<file path="src/rtl/clkdiv_multi.sv">
// rtl/clkdiv_multi.sv - multi-channel programmable clock divider with reconfiguration and lock tracking
module clkdiv_multi #(
  parameter int NCH      = 3,
  parameter int DIV_W    = 8,
  parameter int DIV_INIT = 16,
  parameter int LOCK_CYC = 16
) (
  input  logic             clkin,
  input  logic             reset,
  input  logic             cfg_valid,
  output logic             cfg_ready,
  input  logic [2:0]       cfg_ch,
  input  logic [DIV_W-1:0] cfg_div,
  input  logic [DIV_W-1:0] cfg_phase,
  output logic [NCH-1:0]   clkout,
  output logic [NCH-1:0]   ce,
  output logic             lock
);

  typedef enum logic [1:0] {
    LOCKING = 2'd0,
    LOCKED  = 2'd1,
    RECONF  = 2'd2
  } state_t;

  localparam logic [3:0]       NCH_L     = 4'(NCH);
  localparam logic [15:0]      LOCK_LAST = 16'(LOCK_CYC - 1);
  localparam logic [DIV_W-1:0] DIV_RST   = DIV_W'(DIV_INIT);
  localparam logic [DIV_W-1:0] ONE       = DIV_W'(1);
  localparam logic [DIV_W:0]   HALF_ONE  = (DIV_W+1)'(1);

  state_t           state;
  logic [15:0]      lock_cnt;
  logic [DIV_W-1:0] div    [NCH];
  logic [DIV_W-1:0] cnt    [NCH];
  logic [DIV_W-1:0] eff_d  [NCH];
  logic [DIV_W-1:0] last   [NCH];
  logic [DIV_W:0]   half   [NCH];
  logic             accept;
  logic             wr;
  logic [DIV_W-1:0] cfg_d;
  logic [DIV_W-1:0] cfg_cnt;

  assign accept  = cfg_valid && cfg_ready;
  // Requests to channels that do not exist are consumed without effect.
  assign wr      = accept && ({1'b0, cfg_ch} < NCH_L);
  assign cfg_d   = (cfg_div == '0) ? ONE : cfg_div;
  assign cfg_cnt = (cfg_phase < cfg_d) ? cfg_phase : '0;

  always_comb begin
    for (int i = 0; i < NCH; i++) begin
      eff_d[i] = (div[i] == '0) ? ONE : div[i];
      last[i]  = eff_d[i] - ONE;
      half[i]  = ({1'b0, eff_d[i]} + HALF_ONE) >> 1;
    end
  end

  always_ff @(posedge clkin or posedge reset) begin
    if (reset) begin
      for (int i = 0; i < NCH; i++) begin
        div[i] <= DIV_RST;
        cnt[i] <= '0;
      end
      ce     <= '0;
      clkout <= '0;
    end else begin
      for (int i = 0; i < NCH; i++) begin
        ce[i]     <= (cnt[i] == last[i]);
        clkout[i] <= ({1'b0, cnt[i]} < half[i]);
        if (wr && (cfg_ch == 3'(i))) begin
          div[i] <= cfg_div;
          cnt[i] <= cfg_cnt;
        end else begin
          cnt[i] <= (cnt[i] == last[i]) ? '0 : cnt[i] + ONE;
        end
      end
    end
  end

  always_ff @(posedge clkin or posedge reset) begin
    if (reset) begin
      state     <= LOCKING;
      lock_cnt  <= '0;
      lock      <= 1'b0;
      cfg_ready <= 1'b1;
    end else if (wr) begin
      state     <= RECONF;
      lock_cnt  <= '0;
      lock      <= 1'b0;
      cfg_ready <= 1'b0;
    end else begin
      case (state)
        LOCKING: begin
          cfg_ready <= 1'b1;
          if (lock_cnt == LOCK_LAST) begin
            state <= LOCKED;
            lock  <= 1'b1;
          end else begin
            lock_cnt <= lock_cnt + 16'd1;
          end
        end
        LOCKED: begin
          cfg_ready <= 1'b1;
          lock      <= 1'b1;
        end
        RECONF: begin
          state     <= LOCKING;
          lock_cnt  <= '0;
          lock      <= 1'b0;
          cfg_ready <= 1'b1;
        end
        default: begin
          state     <= LOCKING;
          lock_cnt  <= '0;
          lock      <= 1'b0;
          cfg_ready <= 1'b1;
        end
      endcase
    end
  end

endmodule

</file>
<file path="config.mk">
export PLATFORM = sky130hd
export DESIGN_NAME = clkdiv_multi
export DESIGN_NICKNAME = d
export VERILOG_FILES = /design/src/rtl/clkdiv_multi.sv
export SDC_FILE = /design/constraint.sdc
export NUM_CORES = 1
export LEC_CHECK = 0
export CAP_MARGIN = 20
export CORE_MARGIN = 1
export CORE_UTILIZATION = 35
export DETAILED_ROUTE_END_ITERATION = 8
export PLACE_DENSITY_LB_ADDON = 0.2
export SLEW_MARGIN = 20
export SYNTH_ARGS = -nofsm -noshare
export SYNTH_HDL_FRONTEND = slang
export SYNTH_SLANG_ARGS = --single-unit
</file>
<file path="constraint.sdc">
create_clock -name clkin -period 10.17 [get_ports clkin]
set_clock_uncertainty 0.2 [all_clocks]
set_input_delay 2.5425 -clock clkin [delete_from_list [all_inputs] [get_ports clkin]]
set_output_delay 2.5425 -clock clkin [all_outputs]
set_load 0.02 [all_outputs]
</file>
==> impl_metrics.csv <==
group,metric,value,unit
run_status,outcome,"finished clean",
setup_path,critPathBufInv,2,
detailed_routing,ant_nets,0,
global_routing,grt_pass1_vias,3780,
power_and_ir_drop,ir_drop,0.0997,mV
floorplanning,core,0.0138,mm²
synth,ys.flop_type,"dfrtp_1",
setup_path,crit_path_start,"cfg_div[1]",
global_routing,grt_pass1_wl,19400,µm
detailed_routing,routedWlPerCell,15.9,µm
detailed_routing,drtPass1Iterations,4,
floorplanning,initial_core_util,35.7,%
clocking,cts_buffers,9,
floorplanning,die_y,121,µm
setup_path,crit_arrival,4970,ps
setup_path,reg2reg_from,"div[11]$_DFFE_PP0P_",
setup_path,crit_family,"compound AO/OA/AOI/OAI gates",
power_and_ir_drop,power_density,249,mW/mm²
synth,syn-num-nets,593,
run,maxCapViolCount,0,
clocking,clock_path_buffers,2,
timing,rsz0062_at_grt,"false",
setup_path,rr_worst_depth,10,
clocking,htreeDepth,3,
clocking,cts_hold_repair.buffers,0,
cells_and_area,multi_input_area,0.00286,mm²
synth,synth-edff-count,0,
cells_and_area,seq_area,0.00186,mm²
setup_path,r2r-end,"cnt[14]$_DFF_PP0_",
global_routing,track_usage,17.2,%
synth,synthCells,536,
floorplanning,fp.dieW,121,µm
clocking,post_cts_resized,0,
global_routing,antenna_found_initial,0,
cells_and_area,layout.nets,608,
clocking,root_buffer,"clkbuf_16",
timing,timing.fmax,0.204,GHz
clocking,post_cts_buffers,0,
synth,syn_area_per_cell,9.21,µm²
timing,final-max-slew-violation-count,0,
setup_path,cp_slowest_cell,"clkdlybuf4s50_1",
synth,netlist_area,0.00494,mm²
placement,dpl_cell_area,0.00533,mm²
synth,synth-compound-area-share,15.2,%
timing,worst_pin_slew,961,ps
setup_path,max_stage_delay,520,ps
setup_path,crit_end,"cnt[7]$_DFF_PP0_",
synth,synth_top_family_by_area,"simple AND/OR/NAND/NOR gates",
detailed_routing,vias,3866,
detailed_routing,drt_wl_total,11700,µm
synth,ys_types,63,
timing,timing.hold.ws,323,ps
min_path,hold_class,"reg -> reg",
setup_path,required,10240,ps
clocking,clkLatencyLatePin,340,ps
setup_path,cp_num_cells,9,
timing,setup_viol,0,
timing,hold_viol,0,
synth,synthXorXnorAreaFrac,13.1,%
setup_path,crit_type,"in -> reg",
cells_and_area,fill_cells,1365,
synth,synthSimpleGateAreaFrac,19.9,%
clocking,cts_sinks,74,
synth,synthAdderAreaFrac,8.87,%
timing,slew_headroom,35.9,%
detailed_routing,drc_errors,0,
placement,dp_hpwl,8470,µm
setup_path,rrSetupSlack,6470,ps
setup_path,end_kind,"register",
cells_and_area,area_delta_synth_final,14.2,%
floorplanning,die_area,0.0146,mm²
setup_path,path_cells,"clkdlybuf4s50_1 > inv_1 > ha_1 > a21o_1 > a211o_1 > o21ai_0 > o211ai_1 > nor2_1 > a22o_1",
power_and_ir_drop,p_leak,2.40,nW
synth,synth_mux_area_share,0.862,%
timing,finalCritPeriodShare,48.2,%
cells_and_area,final_common_cell,"dfrtp_1",
cells_and_area,design_area,0.00564,mm²
placement,gp_congestion,0.860,
timing,period_needed,4900,ps
setup_path,path_max_fanout,8,
setup_path,start_kind,"input port",
clocking,cts_tree,"yes",
synth,synthArstFlopShare,100,%
floorplanning,rows,43,
cells_and_area,n_antenna_cell,0,
placement,numPortBuffers,29,
timing,setup_tns,0,ps
floorplanning,io_pins,30,
cells_and_area,drive_above_1_share,7.91,%
cells_and_area,utilization,40.8,%
global_routing,overflow,0,
synth,yosysWarnings,0,
synth,ys_seq_elements,74,
synth,ys_seq_area_share,37.6,%
detailed_routing,vias_per_cell,5.25,
global_routing,grt_max_degree,75,
detailed_routing,first_iter_violations,190,
cells_and_area,final_cell_mix,"70 x dfrtp_1, 48 x nor2_1, 47 x nand2_1, 39 x xnor2_1",
clocking,clkTransAtPathRegs,60,ps
[synth_stat cells (3+ instances only)]
| cell type | count | share of area [%] |
|---|---|---|
| nand4_1 | 6 | 0.76 |
| nor2_1 | 48 | 3.7 |
| inv_1 | 24 | 1.8 |
| nand2b_1 | 7 | 0.89 |
| or2_2 | 7 | 0.89 |
| and3_1 | 12 | 1.5 |
| a211o_1 | 3 | 0.53 |
| o21ai_0 | 34 | 3.4 |
| o221ai_1 | 3 | 0.53 |
| o41ai_1 | 4 | 0.71 |
| ha_1 | 35 | 8.9 |
| nor4_1 | 7 | 0.89 |
| a32o_1 | 4 | 0.81 |
| buf_2 | 9 | 0.91 |
| a31oi_1 | 3 | 0.38 |
| a311oi_1 | 3 | 0.53 |
| nand3_1 | 22 | 2.2 |
| xor2_1 | 35 | 6.2 |
| a22o_1 | 7 | 1.2 |
| xnor2_1 | 39 | 6.9 |
| nand2_1 | 47 | 3.6 |
| nor3_1 | 13 | 1.3 |
| o2bb2ai_1 | 8 | 1.4 |
| dfstp_2 | 4 | 2.1 |
| a21oi_1 | 14 | 1.4 |
| clkbuf_1 | 13 | 0.99 |
| dfrtp_1 | 70 | 35 |
| nor3b_1 | 4 | 0.61 |
| nor2b_1 | 5 | 0.63 |
| or3_1 | 4 | 0.51 |
[state kept, by name (all words and copies together), names as in the netlist]
register	cells
ce	3
cfg_ready	1
clkout	3
cnt	24
div	24
lock	1
lock_cnt	16
state	2
[power by group]
group	internal [mW]	switching [mW]
Clock	0.197	0.132
Sequential	0.379	0.153
Combinational	0.294	0.252
Total	0.869	0.537
[layout make-up]
class | instances | area share, %
clock buffers | 10 | 4.24
clock inverters | 6 | 1.18
inverters | 24 | 1.60
multi-input cells | 412 | 50.8
flip-flops and latches | 74 | 32.9
well taps | 180 | 4.00
repair buffers | 30 | 5.28
[worst min-delay path: stages, from the launching register on]
cell	delay (ps)
dfrtp_1	380
inv_1	50
a21oi_1	50
[logic make-up (layout without fill, tap and decap cells)]
kind of cell,count (synthesis),count (layout)
multiplexers,4,4
adder cells (fa/ha/maj),35,35
buffers and inverters,50,70
XOR/XNOR,74,74
AND/OR/NAND/NOR,194,194
AO/OA/AOI/OAI,105,105
flip-flops,74,74
[worst min-delay path by stage]
stage | start | end | slack [ps] | cells past startpoint
after floorplan | div[4]$_DFFE_PP1P_ | div[4]$_DFFE_PP1P_ | 300 | 2
after global placement | lock$_DFFE_PP0P_ | lock$_DFFE_PP0P_ | 310 | 2
after detailed placement | lock$_DFFE_PP0P_ | lock$_DFFE_PP0P_ | 320 | 2
after CTS | lock$_DFFE_PP0P_ | lock$_DFFE_PP0P_ | 330 | 2
after global routing | lock$_DFFE_PP0P_ | lock$_DFFE_PP0P_ | 360 | 2
final | lock$_DFFE_PP0P_ | lock$_DFFE_PP0P_ | 320 | 2
[routing by layer]
metal	up-vias	track usage (%)	share of wire [%]
li1	1926	-	-
met1	1866	22.5	48
met2	59	28.3	48
met3	15	3.96	3.2
met4	0	4.71	1.3
met5	-	0	0
[metrics by stage]
| step | setup WS [ps] | power (mW) | cells |
|---|---|---|---|
| 2_1_floorplan | 5550 | 0.945 | 536 |
| 3_3_place_gp | 4990 | 1.06 | 720 |
| 3_5_place_dp | 4930 | 1.08 | 720 |
| 4_1_cts | 5290 | 1.42 | 736 |
| 5_1_grt | 5110 | 1.52 | 736 |
| 6_report | 5270 | 1.41 | 736 |
Power figures use the tool's default switching activity.
